### config.mk
export PLATFORM = sky130hd
export DESIGN_NAME = ro_freq_counter
export DESIGN_NICKNAME = d
export VERILOG_FILES = /design/src/rtl/ro_freq_pkg.sv /design/src/rtl/ro_edge_sync.sv /design/src/rtl/ro_freq_counter.sv
export SDC_FILE = /design/constraint.sdc
export NUM_CORES = 1
export LEC_CHECK = 0
export ABC_AREA = 1
export BUFFER_PORTS_ARGS = -buffer_cell sky130_fd_sc_hd__buf_2
export CAP_MARGIN = 40
export CORE_ASPECT_RATIO = 2
export CORE_MARGIN = 2
export CORE_UTILIZATION = 40
export CTS_BUF_LIST = sky130_fd_sc_hd__clkbuf_4 sky130_fd_sc_hd__clkbuf_8 sky130_fd_sc_hd__clkbuf_16
export DETAILED_ROUTE_END_ITERATION = 6
export HOLD_SLACK_MARGIN = 0.15
export SLEW_MARGIN = 20
export SYNTH_ARGS = -nofsm -noshare
export SYNTH_HDL_FRONTEND = slang
export SYNTH_SLANG_ARGS = --single-unit
### constraint.sdc
create_clock -name wb_clk_i -period 5.65 [get_ports wb_clk_i]
set_clock_uncertainty 0.1 [all_clocks]
set_input_delay 0.8475 -clock wb_clk_i [delete_from_list [all_inputs] [get_ports wb_clk_i]]
set_output_delay 0.8475 -clock wb_clk_i [all_outputs]
set_load 0.02 [all_outputs]
### src/rtl/ro_freq_pkg.sv
// ro_freq_pkg: register map, bit indices and FSM states of the ring-oscillator frequency counter.
package ro_freq_pkg;
  localparam logic [3:0] OFF_CTRL = 4'h0, OFF_GATE = 4'h4, OFF_COUNT = 4'h8, OFF_STATUS = 4'hC;
  localparam int CTRL_START = 0, CTRL_ABORT = 1, CTRL_CONT = 2, CTRL_SEL = 4;
  localparam int ST_BUSY = 0, ST_DONE = 1, ST_OVF = 2;
  typedef enum logic [1:0] {IDLE, SETTLE, MEAS, DONE} state_t;
endpackage

### src/rtl/ro_edge_sync.sv
// ro_edge_sync: SYNC_STAGES-deep synchronizer for an asynchronous input plus a rising-edge pulse.
module ro_edge_sync #(
  parameter int SYNC_STAGES = 2
) (
  input  logic clk,
  input  logic rst_n,
  input  logic din,
  output logic rise
);
  logic [SYNC_STAGES:0] sr;
  always_ff @(posedge clk or negedge rst_n)
    if (!rst_n) sr <= '0;
    else sr <= {sr[SYNC_STAGES-1:0], din};
  assign rise = sr[SYNC_STAGES-1] & ~sr[SYNC_STAGES];
endmodule

### src/rtl/ro_freq_counter.sv
// ro_freq_counter: Wishbone-controlled gated edge counter for the muxed ring oscillator.
// FREQCNT_CONTINUOUS_EN adds CTRL.cont: back-to-back windows with a shadow accumulator.
module ro_freq_counter
  import ro_freq_pkg::*;
#(
  parameter logic [31:0] BASE_ADDR     = 32'h3000_0000,
  parameter int          CNT_W         = 32,
  parameter int          SETTLE_CYCLES = 8,
  parameter int          SYNC_STAGES   = 2
) (
  input  logic        wb_clk_i,
  input  logic        wb_rst_ni,
  input  logic        wbs_cyc_i,
  input  logic        wbs_stb_i,
  input  logic        wbs_we_i,
  input  logic [3:0]  wbs_sel_i,
  input  logic [31:0] wbs_adr_i,
  input  logic [31:0] wbs_dat_i,
  output logic        wbs_ack_o,
  output logic [31:0] wbs_dat_o,
  input  logic        ro_i,
  output logic [3:0]  ro_sel_o,
  output logic        irq_o
);
  localparam int SW = $clog2(SETTLE_CYCLES + 1);
  state_t state, nxt;
  logic req, wr, wr_ctrl, wr_status, start, abort, clr, go;
  logic busy, meas, set_done, rise, done, ovf, sat, cont;
  logic [3:0] off, sel;
  logic [31:0] gate, gate_lat, gate_cnt, rdata;
  logic [SW-1:0] settle_cnt;
  logic [CNT_W-1:0] count, acc;
  logic unused_sel;
  assign unused_sel = ^wbs_sel_i;
  assign off = wbs_adr_i[3:0];
  // Excluding the ack cycle keeps a held request from being acked twice in a row.
  assign req = wbs_cyc_i & wbs_stb_i & (wbs_adr_i[31:4] == BASE_ADDR[31:4]) & ~wbs_ack_o;
  assign wr = req & wbs_we_i;
  assign wr_ctrl = wr & (off == OFF_CTRL);
  assign wr_status = wr & (off == OFF_STATUS);
  assign start = wr_ctrl & wbs_dat_i[CTRL_START];
  assign abort = wr_ctrl & wbs_dat_i[CTRL_ABORT];
  assign clr = (state == IDLE) & start & ~abort;
  assign go = (nxt == SETTLE) & (state != SETTLE);
  assign sat = meas & rise & (&acc);
  assign ro_sel_o = sel;
  assign irq_o = done;
  ro_edge_sync #(.SYNC_STAGES(SYNC_STAGES)) u_sync (
    .clk(wb_clk_i), .rst_n(wb_rst_ni), .din(ro_i), .rise(rise)
  );
  always_ff @(posedge wb_clk_i or negedge wb_rst_ni)
    if (!wb_rst_ni) state <= IDLE;
    else state <= nxt;
  always_comb begin
    nxt = state;
    unique case (state)
      IDLE:   nxt = clr ? SETTLE : IDLE;
      SETTLE: nxt = abort ? IDLE : settle_cnt != '0 ? SETTLE : gate_lat == '0 ? DONE : MEAS;
      MEAS:   nxt = abort ? IDLE : gate_cnt == 32'd1 ? DONE : MEAS;
      DONE:   nxt = (cont & ~abort) ? SETTLE : IDLE;
    endcase
  end
  always_comb begin
    busy = (state == SETTLE) | (state == MEAS);
    meas = state == MEAS;
    set_done = state == DONE;
  end
  always_comb
    rdata = off == OFF_CTRL   ? 32'({sel, 1'b0, cont, 2'b00}) :
            off == OFF_GATE   ? gate :
            off == OFF_COUNT  ? 32'(count) :
            off == OFF_STATUS ? {29'd0, ovf, done, busy} : 32'd0;
  always_ff @(posedge wb_clk_i or negedge wb_rst_ni)
    if (!wb_rst_ni) begin
      wbs_ack_o <= 1'b0;
      wbs_dat_o <= '0;
      sel <= '0;
      gate <= '0;
      gate_lat <= '0;
      gate_cnt <= '0;
      settle_cnt <= '0;
      done <= 1'b0;
      ovf <= 1'b0;
    end else begin
      wbs_ack_o <= req;
      wbs_dat_o <= req ? rdata : 32'd0;
      if (wr_ctrl && !busy) sel <= wbs_dat_i[CTRL_SEL +: 4];
      if (wr && off == OFF_GATE) gate <= wbs_dat_i;
      if (clr) gate_lat <= gate;
      settle_cnt <= go ? SW'(SETTLE_CYCLES - 1) : settle_cnt - SW'(state == SETTLE);
      gate_cnt <= state == SETTLE ? gate_lat : gate_cnt - 32'(meas);
      done <= clr ? 1'b0 : set_done | (done & ~(wr_status & wbs_dat_i[ST_DONE]));
      ovf <= clr ? 1'b0 : sat | (ovf & ~(wr_status & wbs_dat_i[ST_OVF]));
    end
`ifdef FREQCNT_CONTINUOUS_EN
  // COUNT publishes the last finished window while acc fills the next one.
  always_ff @(posedge wb_clk_i or negedge wb_rst_ni)
    if (!wb_rst_ni) begin
      cont <= 1'b0;
      acc <= '0;
      count <= '0;
    end else begin
      if (wr_ctrl) cont <= wbs_dat_i[CTRL_CONT];
      if (go) acc <= '0;
      else if (meas && rise && !(&acc)) acc <= acc + CNT_W'(1);
      if (clr) count <= '0;
      else if (set_done) count <= acc;
    end
`else
  assign cont = 1'b0;
  assign acc = count;
  always_ff @(posedge wb_clk_i or negedge wb_rst_ni)
    if (!wb_rst_ni) count <= '0;
    else if (clr) count <= '0;
    else if (meas && rise && !(&count)) count <= count + CNT_W'(1);
`endif
endmodule

==> results.json <==
{
  "tightestPinTransition_ns": 0.782,
  "io_pins": 112,
  "synth_area_mm2": 0.00860,
  "post_cts_buffers": 0,
  "drt_iter0_markers": 396,
  "grt_pass1_vias": 7615,
  "drtAntennaViolNets": 0,
  "rsz0062_at_grt": "no",
  "path_clk_slew_ns": 0.07,
  "synth-edff-count": 0,
  "start_kind": "register",
  "min_period_ns": 2.81,
  "critical_path_arrival_ns": 3.03,
  "synth_ff_type": "dfrtp_1",
  "std_cell_rows": 75,
  "fill_cells": 2116,
  "r2r_slack_ns": 2.84,
  "viasPerCell": 4.99,
  "dieHeight_um": 211,
  "cts_resized": 0,
  "setup_tns_ns": 0,
  "drive_gt1_share_pct": 13.8,
  "synth_top_family_by_area": "simple AND/OR/NAND/NOR gates",
  "cts_sinks": 176,
  "async_reset_ff_share_pct": 100,
  "port_buffers": 107,
  "grt_pass1_wl_mm": 38.3,
  "setup_viol": 0,
  "synth_top_area_share_pct": 51.2,
  "switchingPower_mw": 0.553,
  "finalHoldViolCount": 0,
  "netlist_top_cells_area": "dfrtp_1 (51%), nand2_1 (17%), nor2_1 (6.6%)",
  "drc_errors": 0,
  "power_frac_comb_pct": 3.1,
  "drv_cap": 0,
  "insertion_delay_ns": 0.43,
  "synth_simple_gate_area_share_pct": 32.1,
  "grt_max_degree": 73,
  "finalMaxSlewViolations": 0,
  "via_count": 7508,
  "powerDensity_mw_per_mm2": 252,
  "numCtsBuffers": 17,
  "yosysSeqAreaShare_pct": 51.2,
  "htreeDepth": 4,
  "yosys.area_share.xor_xnor_pct": 2.14,
  "peakVddDrop_v": 0.000191,
  "yosys.cell_count.top_type": "nand2_1",
  "dieArea_mm2": 0.0228,
  "area_delta_synth_final_pct": 16.3,
  "synthCells": 1121,
  "fin_crit_sh_pct": 49.7,
  "internal_power_mw": 1.97,
  "ctsHoldBuffers": 0,
  "status": "completed",
  "cts_root_buffer": "clkbuf_16",
  "leakagePower_nw": 5.23,
  "routabilityCongestion": 0.900,
  "synth_fp_nets": 1204,
  "path_max_fanout": 4,
  "core_region_area_mm2": 0.0210,
  "chipWidth_um": 108,
  "clkPwrFrac_pct": 46.9,
  "worstSetupEndpointType": "register",
  "synthAdderAreaFrac_pct": 1.31,
  "track_usage_pct": 21.8,
  "worstPathRequired_ns": 5.87,
  "wl_per_cell_um": 15.5,
  "first_pass_iters": 4,
  "clk_path_buf_depth": 2,
  "initial_utilization_pct": 40.9,
  "fin_nets": 1305,
  "antenna_found_initial": 0,
  "p_seq_share_pct": 50.1,
  "grt_overflow": 0,
  "yosysTopAreaCell": "dfrtp_1",
  "ys_ff_latch": 176,
  "yosysWarnings": 0,
  "synth-compound-area-share_pct": 7.62,
  "swShare_pct": 21.9,
  "min_path_type": "reg -> reg",
  "cts_tree": "yes",
  "critPathKind": "reg -> reg",
  "synthDistinctLibCells": 34,
  "max_freq_mhz": 356,
  "syn_avg_cell_area_um2": 7.68,
  "slew_headroom_pct": 47.8,
  "place_area_mm2": 0.00940,
  "synth.area.mux_share_pct": 0,
  "antennaDiodeCount": 0,
  "dp_hpwl_mm": 17.4,
  "synth_commonest_cells": "nand2_1 (398), dfrtp_1 (176), nor2_1 (152)",
  "routed_wl_mm": 23.4,
  "fin_area_mm2": 0.0100
}
power groups by stage:
stage               clock network (mW)  registers (mW)  logic [mW]
floorplan                            0            1.29      0.0146
global placement                     0            1.29      0.0770
finish                            1.18            1.26      0.0777
global route                      1.26            1.26      0.0885
detailed placement                   0            1.29      0.0792
CTS                               1.21            1.26      0.0791
sequential cells by signal (all words and copies together) (netlist names):
name / cells
acc: 32
gate: 32
gate_cnt: 32
gate_lat: 32
irq_o: 1
ovf: 1
ro_sel_o: 4
settle_cnt: 4
state: 2
u_sync.sr: 3
wbs_ack_o: 1
wbs_dat_o: 32
metrics by stage:
stage	util (%)	hold slack [ns]	instances	total power, mW	setup slack, ns
floorplan	-	0.231	1121	1.30	3.39
global placement	44.5	0.237	1468	1.36	2.12
detailed placement	44.7	0.241	1471	1.36	2.46
CTS	47.6	0.257	1503	2.55	2.80
global route	47.6	0.269	1504	2.61	2.59
finish	47.6	0.255	1504	2.52	2.84
per-layer routing:
metal,global-route usage [%],part of all wire [%]
met5,0,0
met3,3.39,2.3
met1,24.5,39
met4,11.7,4.9
met2,39.0,54
cell type report:
class | count | area (µm²) | share of cell area [%]
Clock inverter | 12 | 134 | 1.34
Multi-Input combinational cell | 827 | 3710 | 37.1
Clock buffer | 20 | 460 | 4.60
Timing Repair Buffer | 116 | 644 | 6.44
Inverter | 84 | 317 | 3.16
Sequential cell | 176 | 4400 | 44.0
Tap cell | 269 | 337 | 3.36
kinds of logic (layout without fill, tap and decap cells):
group | count (synthesis) | count (layout)
simple gates | 671 | 671
flops | 176 | 176
compound gates | 126 | 126
buf+inv | 118 | 232
xor+xnor | 21 | 21
fa+ha+maj | 9 | 9
worst paths after layout:
check                                  start  cells past startpoint             to
worst min register to register  u_sync.sr[0]                      0   u_sync.sr[1]
worst min-delay path            u_sync.sr[0]                      0   u_sync.sr[1]
worst max register to register      state[0]                     14   gate_cnt[30]
worst max-delay path                state[0]                     14   gate_cnt[30]
max in group asynchronous          wb_rst_ni                      2  wbs_dat_o[21]
min in group asynchronous          wb_rst_ni                      1   u_sync.sr[0]
critical path: stages (launching register included):
cell and delay (ns):
dfrtp_1 0.41, inv_1 0.09, ha_1 0.26, ha_1 0.28, ha_1 0.21, nand3_1 0.16, nor2_2 0.24, nand2_1 0.18
nor2_2 0.16, nand2_2 0.10, nor2_2 0.14, nand2_1 0.09, xor2_1 0.15, nand2_1 0.06, nand2_1 0.06
cells in the final DEF (no fill, tap or decap), drive strengths merged, types with 3 or more instances in the layout:
master / n
nand4: 12
nor2: 162
or2: 3
inv: 85
clkbuf: 20
ha: 9
nand2: 402
buf: 116
nand3: 68
dfrtp: 176
xor2: 10
nor3: 17
xnor2: 11
a21oi: 59
a31oi: 9
o21ai: 52
nor4: 3
clkinv: 7
Note: power is estimated with default switching activity, not from simulation.
